$ cat src/rtl/usb_tx.sv
// rtl/usb_tx.sv - USB packet transmitter: SYNC, PID, DATA, CRC16 and EOP fields, NRZI line coding, bit stuffing.
// Defining USB_TX_DIV4_EN stretches each bit time to 4 clocks.
module usb_tx (
  input  logic       clk,
  input  logic       n_rst,
  input  logic       TX_Start,
  input  logic [1:0] TX_Packet,
  input  logic [6:0] Buffer_Occupancy,
  input  logic [7:0] TX_Packet_Data,
  output logic       Dplus_Out,
  output logic       Dminus_Out,
  output logic       TX_Transfer_Active,
  output logic       TX_Error,
  output logic       Get_TX_Packet_Data
);

  typedef enum logic [2:0] {IDLE, SYNC, PID, DATA, CRC, EOP} state_t;

  state_t      state_q, state_d;
  logic [3:0]  cnt_q, cnt_d;
  logic [1:0]  pkt_q, pkt_d;
  logic [6:0]  left_q, left_d;
  logic [7:0]  data_q, data_d;
  logic [15:0] crc_q, crc_d;
  logic [2:0]  ones_q, ones_d;
  logic        stuff_q, stuff_d;
  logic        lvl_q, lvl_d;
  logic        err_q, err_d;

  logic        tick;
  logic        bit_now;
  logic        lvl_now;
  logic        get;
  logic        need_byte;
  logic [3:0]  pid;
  logic [7:0]  pid_byte;

`ifdef USB_TX_DIV4_EN
  logic [1:0] div_q, div_d;

  always_comb begin
    div_d = (state_q == IDLE) ? 2'd0 : div_q + 2'd1;
  end

  always_ff @(posedge clk) begin
    if (!n_rst) div_q <= 2'd0;
    else        div_q <= div_d;
  end

  assign tick = (div_q == 2'd3);
`else
  assign tick = 1'b1;
`endif

  always_comb begin
    case (pkt_q)
      2'd0:    pid = 4'b0011;
      2'd1:    pid = 4'b0010;
      2'd2:    pid = 4'b1010;
      default: pid = 4'b1110;
    endcase
  end

  assign pid_byte = {~pid, pid};

  // Bit currently on the line; a pending stuff bit overrides the field contents.
  always_comb begin
    bit_now = 1'b1;
    if (stuff_q) begin
      bit_now = 1'b0;
    end else begin
      case (state_q)
        SYNC:    bit_now = (cnt_q == 4'd7);
        PID:     bit_now = pid_byte[cnt_q[2:0]];
        DATA:    bit_now = data_q[cnt_q[2:0]];
        CRC:     bit_now = ~crc_q[cnt_q];
        default: bit_now = 1'b1;
      endcase
    end
  end

  assign lvl_now = bit_now ? lvl_q : ~lvl_q;

  always_comb begin
    state_d   = state_q;
    cnt_d     = cnt_q;
    pkt_d     = pkt_q;
    left_d    = left_q;
    data_d    = data_q;
    crc_d     = crc_q;
    ones_d    = ones_q;
    stuff_d   = stuff_q;
    lvl_d     = lvl_q;
    err_d     = 1'b0;
    get       = 1'b0;
    need_byte = 1'b0;
    case (state_q)
      IDLE: begin
        lvl_d   = 1'b1;
        ones_d  = 3'd0;
        stuff_d = 1'b0;
        cnt_d   = 4'd0;
        crc_d   = 16'hFFFF;
        if (TX_Start) begin
          pkt_d  = TX_Packet;
          left_d = Buffer_Occupancy;
          if (Buffer_Occupancy > 7'd64) err_d   = 1'b1;
          else                          state_d = SYNC;
        end
      end
      default: begin
        if (tick) begin
          if (stuff_q) begin
            stuff_d = 1'b0;
            lvl_d   = lvl_now;
          end else if (state_q == EOP) begin
            if (cnt_q == 4'd2) begin
              state_d = IDLE;
              cnt_d   = 4'd0;
            end else begin
              cnt_d = cnt_q + 4'd1;
            end
          end else begin
            lvl_d = lvl_now;
            if (bit_now) begin
              if (ones_q == 3'd5) begin
                ones_d  = 3'd0;
                stuff_d = 1'b1;
              end else begin
                ones_d = ones_q + 3'd1;
              end
            end else begin
              ones_d = 3'd0;
            end
            cnt_d = cnt_q + 4'd1;
            case (state_q)
              SYNC: begin
                if (cnt_q == 4'd7) begin
                  state_d = PID;
                  cnt_d   = 4'd0;
                end
              end
              PID: begin
                if (cnt_q == 4'd7) begin
                  cnt_d = 4'd0;
                  if (pkt_q != 2'd0)       state_d   = EOP;
                  else if (left_q == 7'd0) state_d   = CRC;
                  else                     need_byte = 1'b1;
                end
              end
              DATA: begin
                crc_d = {1'b0, crc_q[15:1]} ^ ((bit_now ^ crc_q[0]) ? 16'hA001 : 16'h0000);
                if (cnt_q == 4'd7) begin
                  cnt_d = 4'd0;
                  if (left_q == 7'd0) state_d   = CRC;
                  else                need_byte = 1'b1;
                end
              end
              CRC: begin
                if (cnt_q == 4'd15) begin
                  state_d = EOP;
                  cnt_d   = 4'd0;
                end
              end
              default: ;
            endcase
            // Next byte is fetched on the last bit of the current field so bytes run back to back.
            if (need_byte) begin
              if (Buffer_Occupancy == 7'd0) begin
                err_d   = 1'b1;
                state_d = EOP;
              end else begin
                get     = 1'b1;
                data_d  = TX_Packet_Data;
                left_d  = left_q - 7'd1;
                state_d = DATA;
              end
            end
          end
        end
      end
    endcase
  end

  always_ff @(posedge clk) begin
    if (!n_rst) begin
      state_q <= IDLE;
      cnt_q   <= 4'd0;
      pkt_q   <= 2'd0;
      left_q  <= 7'd0;
      data_q  <= 8'd0;
      crc_q   <= 16'hFFFF;
      ones_q  <= 3'd0;
      stuff_q <= 1'b0;
      lvl_q   <= 1'b1;
      err_q   <= 1'b0;
    end else begin
      state_q <= state_d;
      cnt_q   <= cnt_d;
      pkt_q   <= pkt_d;
      left_q  <= left_d;
      data_q  <= data_d;
      crc_q   <= crc_d;
      ones_q  <= ones_d;
      stuff_q <= stuff_d;
      lvl_q   <= lvl_d;
      err_q   <= err_d;
    end
  end

  always_comb begin
    Dplus_Out  = 1'b1;
    Dminus_Out = 1'b0;
    if (state_q != IDLE) begin
      if (stuff_q || (state_q != EOP)) begin
        Dplus_Out  = lvl_now;
        Dminus_Out = ~lvl_now;
      end else if (cnt_q != 4'd2) begin
        Dplus_Out  = 1'b0;
        Dminus_Out = 1'b0;
      end
    end
  end

  assign TX_Transfer_Active = (state_q != IDLE);
  assign TX_Error           = err_q;
  assign Get_TX_Packet_Data = get;

endmodule

$ cat config.mk
export PLATFORM = sky130hd
export DESIGN_NAME = usb_tx
export DESIGN_NICKNAME = d
export VERILOG_FILES = /design/src/rtl/usb_tx.sv
export SDC_FILE = /design/constraint.sdc
export NUM_CORES = 1
export LEC_CHECK = 0
export BUFFER_PORTS_ARGS = -buffer_cell sky130_fd_sc_hd__buf_2
export CORE_ASPECT_RATIO = 1.5
export CORE_MARGIN = 10
export CORE_UTILIZATION = 45
export DETAILED_ROUTE_END_ITERATION = 10
export PLACE_DENSITY = 0.73
export SLEW_MARGIN = 10
export SYNTH_ARGS = -nofsm -noshare
export SYNTH_HDL_FRONTEND = slang
export SYNTH_SLANG_ARGS = --single-unit
$ cat constraint.sdc
create_clock -name clk -period 4.6 [get_ports clk]
set_input_delay 0.69 -clock clk [delete_from_list [all_inputs] [get_ports clk]]
set_output_delay 0.69 -clock clk [all_outputs]
set_load 0.03 [all_outputs]
Word level (Yosys, flattened, before mapping). Cells that the tools add are included.

Input bits: 20. Bits in registers: 46. Output and inout port bits: 5.

Reduce and logical (&&, ||, !) cells: 18. $add $sub $neg: 3. Mux-type cells: 67. Equality and inequality tests: 24. Bitwise gates (word level): 12. Magnitude comparators: 3.

Operators with widths (count): $mux 3 (16); $mux 7 (6); $mux 1 (32); $ne 5x5->1 const B (4); $mux 16 (1); $mux 4 (4); $xor 15x16->16 (1); $logic_not 7->1 (2); $pmux 3 s4 (1); $pmux 4 s3 (1); $reduce_and 5->1 (2); $eq 3x3->1 const B (3); $not 1->1 (9); $reduce_and 9->1 (1); $pmux 4 s2 (1); $gt 7x7->1 const B (1); $reduce_bool 7->1 (1); $sub 7x1->7 const B (1); $bmux 1 s3 (2); $eq 3x2->1 const B (2); $ne 2x1->1 const B (3); $ne 2x2->1 const B (3); $lt 4x5->1 const B (1); $reduce_or 5->1 (1); other kinds (26) (28).

Depth between registers and ports, before layout. Gate-level depths: netlist (run 1).

Word-level depth: 12. Mapped depth: 9. Mapped depth without buffers: 8.

Worst setup path after synthesis (run 1). No wires, ideal clock.

Path type: flip-flop to output port. Start point: register cnt_q[1]. End point: output port Dplus_Out. Setup slack: 1.346 ns. Cell stages (with the launch flop): 7. Required time: 3.910 ns. Data arrival time: 2.564 ns. Path buffers: 1. Path through: dfxtp_1 -> buf_6 -> mux4_1 -> mux4_2 -> o221a_4 -> a21oi_2 -> a2bb2oi_1.

Word-level cells in the longest chain between the ends: 8. Elaborated cells on any way between the ends: 15. Those cells by class: eq/ne: 2; mux: 12; bitwise: 1.

RTL lines: start, declared (line 20) `logic [3:0] cnt_q, cnt_d;`; start signal, assigned (line 199) `cnt_q <= cnt_d;`; $bmux 1 s4 (line 76) `CRC: bit_now = ~crc_q[cnt_q];`; $mux 1 (implied by the code) (line 76); $not 1->1 (line 76); $pmux 1 s4 (line 72) `case (state_q)`; $mux 1 (line 69) `if (stuff_q) begin`; $mux 1 (line 82) `assign lvl_now = bit_now ? lvl_q : ~lvl_q;`; $mux 1 * (line 215) `if (stuff_q || (state_q != EOP)) begin`; $mux 1 * (line 214) `if (state_q != IDLE) begin`; end, declared (line 10) `output logic Dplus_Out,`.

Every way passes the cells marked *; elsewhere a longest branch is shown, timed or not. The select of a mux whose other input is x is not followed.

Final worst setup path (run 1).
Start point: register cnt_q[1]. End point: output port Dminus_Out.

Word-level cells in the longest chain between the ends: 9. Elaborated cells on any way between the ends: 14. Those cells by class: eq/ne: 1; mux: 11; bitwise: 2.

RTL lines: $bmux 1 s4 (line 76); $mux 1 (implied by the code) (line 76); $not 1->1 (line 76); $pmux 1 s4 * (line 72); $mux 1 * (line 69); $mux 1 * (line 82); $not 1->1 * (line 217) `Dminus_Out = ~lvl_now;`; $mux 1 * (line 215); $mux 1 * (line 214); end, declared (line 11) `output logic Dminus_Out,`.

Marks and branches as above.

==> impl_metrics.json, run 1 <==
{
  "synthArstFlopShare_pct": 0,
  "place.detailed.instances": 392,
  "critical_path.n_buffers_inverters": 1,
  "dpl_worst_slack_ns": 1.20,
  "min_period_over_period_pct": 82.8,
  "io_pins": 25,
  "power.share.sequential_pct": 36.7,
  "drc_errors": 0,
  "cts_buf_count": 5,
  "cts.root.buffer_cell": "clkbuf_8",
  "cts.repair_timing.setup_buffer_count": 0,
  "final_hold_viol_count": 0,
  "area.growth.synth_to_final_pct": 10.7,
  "timing.critical_path.required_ns": 3.91,
  "critPathMaxFanout": 13,
  "synth_cell_type_count": 55,
  "dr.first_iter.drc_count": 109,
  "min-delay-path-class": "register to register",
  "crit_path_end_kind": "output port",
  "synth_sequential_area_ratio_pct": 35.7,
  "p_sw_share_pct": 41.3,
  "synth_area_leaders": "dfxtp_1, nand2_1, mux4_1",
  "final_cell_count_no_fill": 400,
  "numClockSinks": 46,
  "n_antenna_cell": 0,
  "tightestPinTransition_ns": 0.725,
  "most-common-layout-cells": "nand2_1, dfxtp_1, buf_2",
  "cts_tree": "built",
  "vias": 2271,
  "run_status": "finished clean",
  "grt_max_degree": 26,
  "setup_ws_ns": 0.791,
  "switchingPower_uw": 610,
  "yosysTopAreaCell": "dfxtp_1",
  "initial_core_util_pct": 46.6,
  "synthesis.area_per_instance_um2": 8.23,
  "synth-edff-count": 0,
  "tns_ns": 0,
  "maxCapViolations": 0,
  "dr.pass1.iters": 4,
  "drt-wirelength-per-cell_um": 14.6,
  "setup-violations-final": 0,
  "synth_seq_cells": 46,
  "antenna_found_initial": 0,
  "hold-worst-slack_ns": 0.494,
  "yosysWarningCount": 0,
  "power_frac_clock_pct": 20.8,
  "grt_util_all_layers_pct": 13.0,
  "cts.repair.resized": 0,
  "synth_nets": 336,
  "aggregate_routed_wire_length_mm": 5.85,
  "max-vdd-ir-drop_v": 0.000311,
  "slowest_delay_ns": 0.65,
  "die_h_um": 113,
  "multiInputGateArea_mm2": 0.00156,
  "vias_in_the_first_global_route": 2254,
  "floorplan.core_area_mm2": 0.00553,
  "regArea_um2": 921,
  "crit_slowest_cell": "dfxtp_1",
  "fill_cells": 562,
  "mappedNetlistArea_mm2": 0.00258,
  "postCtsHoldBufs": 0,
  "pwr-share-comb_pct": 42.5,
  "hpwl_mm": 4.30,
  "rrSetupSlack_ns": 1.85,
  "critPathTopFamily": "multiplexers",
  "data_arrival_time_of_the_worst_path_ns": 3.12,
  "path_cells": "mux4_1 -> mux4_2 -> o221a_4 -> a21oi_2 -> mux2i_1 -> nor2_1 -> buf_2",
  "global_route_wire_length_before_repair_mm": 9.87,
  "p_int_uw": 868,
  "final_core_utilization_pct": 51.6,
  "slew_headroom_pct": 51.4,
  "numPortBuffers": 24,
  "drive_gt1_share_pct": 15.5,
  "timing.setup.critical_path_class": "register to output port",
  "dieWidth_um": 81.8,
  "clock_tree.htree_level_count": 2,
  "power_per_unit_of_standard_cell_area_mw_per_mm2": 518,
  "gr-total-overflow": 0,
  "maxClockFrequency_mhz": 263,
  "postRouteAntennaNets": 0,
  "place.gp.congestion": 0.845,
  "report.final.slew_viol_count": 0,
  "final.min_clock_period_ns": 3.81,
  "cellLeakagePower_nw": 1.10,
  "synth_largest_type_area_fraction_pct": 35.7,
  "commonest_non_fill_non_tap_cell_in_the_layout": "nand2_1",
  "unrepaired_setup_endpoints_after_global_routing": "no",
  "syn_inst": 313,
  "startpoint_type": "register",
  "worst_skew_pair.late_latency_ns": 0.31,
  "clock-skew-final_ns": 0.00511,
  "via_per_inst": 5.68,
  "clk_pin_slew_ns": 0.09,
  "cts_buffer_depth": 2,
  "dominantRegCellSynth": "dfxtp_1",
  "num-nets-final": 352,
  "die-area_mm2": 0.00921,
  "placementRows": 33
}
-- power by group through the flow --
stage / combinational [mW] / clock, mW / sequential (mW)
final: 0.629 / 0.307 / 0.543
after global routing: 0.714 / 0.326 / 0.554
after CTS: 0.625 / 0.315 / 0.541
after detailed placement: 0.622 / 0 / 0.551
after global placement: 0.613 / 0 / 0.548
after floorplan: 0.529 / 0 / 0.500
-- metrics by stage --
step / total power [mW] / cell area (µm²)
floorplan: 1.03 / 2580
global placement: 1.16 / 2740
detailed placement: 1.17 / 2740
CTS: 1.48 / 2850
global route: 1.59 / 2850
finish: 1.48 / 2850
-- worst min-delay path: stages (launching register included) --
cell     delay, ns
dfxtp_1       0.33
nand2_1       0.06
nand3_1       0.06
-- synth_stat cells, types with 3 or more instances --
master,count
ha_1,3
mux2i_1,11
nor4_1,3
a21boi_0,8
clkbuf_1,14
nand4_1,3
xor2_1,3
nor2b_1,15
nand2_1,51
o21ai_0,15
o21a_1,3
inv_1,9
nor3_1,10
nand3_1,20
nor2_1,22
or2_2,4
mux4_1,5
a21oi_1,18
o221ai_1,3
dfxtp_1,46
-- path summary, 6_finish.rpt --
kind | start | end | cells past startpoint
min | crc_q[12] | crc_q[12] | 2
max reg2reg | left_q[0] | left_q[6] | 9
max | cnt_q[1] | Dminus_Out | 7
min reg2reg | crc_q[12] | crc_q[12] | 2
-- layer usage --
metal	vias to the layer above	share of wire [%]	global-route usage [%]	wire, µm
met5	-	0	0	0
li1	1147	-	-	-
met1	1059	43	14.3	2490
met4	0	1.6	5.47	93
met2	57	51	22.8	3010
met3	8	4.4	3.04	256
-- cell families (layout without fill, tap and decap cells) --
kind of cell,after synthesis,after routing,share of synthesized area [%]
multiplexers,18,18,11.1
buffers and inverters,27,44,4.32
adder cells (fa/ha/maj),3,3,1.46
AO/OA/AOI/OAI,69,69,18.2
flip-flops,46,46,35.7
AND/OR/NAND/NOR,146,146,27.8
XOR/XNOR,4,4,1.36
-- area by class of cell --
| class | count | share of cell area, % |
|---|---|---|
| tap | 70 | 3.07 |
| clock buffer | 6 | 2.54 |
| inverter | 9 | 1.18 |
| multi-input combinational | 240 | 54.6 |
| timing repair buffer | 27 | 5.00 |
| clock inverter | 2 | 1.32 |
| sequential | 46 | 32.3 |
-- sequential cells by signal (all words and copies together), names as in the netlist --
| signal | flops |
|---|---|
| crc_q | 16 |
| cnt_q | 4 |
| pkt_q | 2 |
| stuff_q | 1 |
| lvl_q | 1 |
| data_q | 8 |
| TX_Error | 1 |
| state_q | 3 |
| left_q | 7 |
| ones_q | 3 |
(Power assumes the default switching activity.)
==> run 2: changes to the inputs <==
==> constraint.sdc (replaced) <==
create_clock -name clk -period 3.88 [get_ports clk]
set_input_delay 0.582 -clock clk [delete_from_list [all_inputs] [get_ports clk]]
set_output_delay 0.582 -clock clk [all_outputs]
set_load 0.03 [all_outputs]
==> impl_metrics.json, run 2 (same netlist as run 1, synthesis figures left out) <==
{
  "run_status": "finished clean",
  "final_core_utilization_pct": 51.4,
  "slowest_delay_ns": 0.62,
  "cts_buf_count": 5,
  "largest_register_ff_count": 16,
  "multiInputGateArea_mm2": 0.00156,
  "largest-register": "crc_q",
  "most-common-layout-cells": "nand2_1, dfxtp_1, buf_2",
  "placementRows": 33,
  "fill_cells": 560,
  "grt_max_degree": 26,
  "crit_slowest_cell": "dfxtp_1",
  "dr.pass1.iters": 4,
  "cts.repair_timing.setup_buffer_count": 0,
  "cts_tree": "built",
  "die_h_um": 113,
  "vias_in_the_first_global_route": 2209,
  "cts_buffer_depth": 2,
  "aggregate_routed_wire_length_mm": 5.78,
  "drive_gt1_share_pct": 15.7,
  "timing.critical_path.required_ns": 3.30,
  "postCtsHoldBufs": 0,
  "n_antenna_cell": 0,
  "final.min_clock_period_ns": 3.61,
  "report.final.slew_viol_count": 0,
  "initial_core_util_pct": 46.6,
  "clock-skew-final_ns": 0.0164,
  "slew_headroom_pct": 53.6,
  "timing.setup.critical_path_class": "register to output port",
  "global_route_wire_length_before_repair_mm": 10.1,
  "clock_tree.htree_level_count": 2,
  "largestRegisters": "crc_q (16), data_q (8), left_q (7)",
  "tightestPinTransition_ns": 0.695,
  "max-vdd-ir-drop_v": 0.000542,
  "power_per_unit_of_standard_cell_area_mw_per_mm2": 596,
  "cts.root.buffer_cell": "clkbuf_8",
  "numClockSinks": 46,
  "hpwl_mm": 4.27,
  "cts.repair.resized": 0,
  "num-nets-final": 353,
  "numPortBuffers": 24,
  "antenna_found_initial": 0,
  "regArea_um2": 921,
  "unrepaired_setup_endpoints_after_global_routing": "no",
  "vias": 2270,
  "floorplan.core_area_mm2": 0.00553,
  "place.gp.congestion": 0.857,
  "setup-violations-final": 0,
  "hold-worst-slack_ns": 0.497,
  "postRouteAntennaNets": 0,
  "gr-total-overflow": 0,
  "crit_path_end_kind": "output port",
  "maxCapViolations": 0,
  "clk_pin_slew_ns": 0.11,
  "tns_ns": 0,
  "area.growth.synth_to_final_pct": 10.3,
  "grt_util_all_layers_pct": 13.3,
  "dr.first_iter.drc_count": 105,
  "data_arrival_time_of_the_worst_path_ns": 3.03,
  "path_cells": "mux4_1 -> mux4_2 -> o221a_4 -> a21oi_2 -> mux2i_1 -> nor2_1 -> buf_2",
  "worst_skew_pair.late_latency_ns": 0.31,
  "cellLeakagePower_nw": 1.10,
  "post-layout-total-power_mw": 1.69,
  "critPathMaxFanout": 13,
  "drc_errors": 0,
  "final_hold_viol_count": 0,
  "drt-wirelength-per-cell_um": 14.4,
  "min_period_over_period_pct": 93.0,
  "via_per_inst": 5.66,
  "commonest_non_fill_non_tap_cell_in_the_layout": "nand2_1",
  "dieWidth_um": 81.8,
  "min-delay-path-class": "register to register",
  "startpoint_type": "register",
  "io_pins": 25,
  "die-area_mm2": 0.00921,
  "maxClockFrequency_mhz": 277
}
## run 2: area by class of cell
class / count / area share, %
Tap cell: 70 / 3.08
Clock buffer: 5 / 2.42
Inverter: 9 / 1.19
Clock inverter: 3 / 0.881
Timing Repair Buffer: 28 / 5.28
Multi-Input combinational cell: 240 / 54.7
Sequential cell: 46 / 32.4
## run 2: per-stage QoR
stage | worst slack (ns) | cells | area (µm²)
3_3_place_gp | 0.623 | 393 | 2750
2_1_floorplan | 0.734 | 313 | 2580
3_5_place_dp | 0.582 | 393 | 2750
6_report | 0.273 | 401 | 2840
4_1_cts | 0.256 | 401 | 2840
5_1_grt | 0.0978 | 401 | 2840
## run 2: worst max-delay path: cells and delay by family (launching register included)
kind / cells / cell delay [ns]
simple gates: 1 / 0.06
flops: 1 / 0.62
mux: 3 / 1.37
buf+inv: 1 / 0.18
compound gates: 2 / 0.50
## run 2: path summary, 6_finish.rpt
check / from / endpoint / slack, ns / cells after the start
setup reg to reg: left_q[0] / left_q[6] / 1.11 / 9
hold reg to reg: crc_q[12] / crc_q[11] / 0.50 / 2
setup / recovery: cnt_q[1] / Dminus_Out / 0.27 / 7
hold / removal: crc_q[12] / crc_q[11] / 0.50 / 2
## run 2: where the power goes
group | internal [mW] | switching, mW
Clock | 0.130 | 0.180
Sequential | 0.536 | 0.107
Combinational | 0.304 | 0.434
## run 2: layer usage
| layer | up-vias | GRT usage, % | part of all wire [%] |
|---|---|---|---|
| met1 | 1069 | 15.4 | 42 |
| met3 | 8 | 3.27 | 4.2 |
| met5 | - | 0 | 0 |
| met4 | 0 | 5.13 | 1.5 |
| li1 | 1149 | - | - |
| met2 | 44 | 22.5 | 52 |
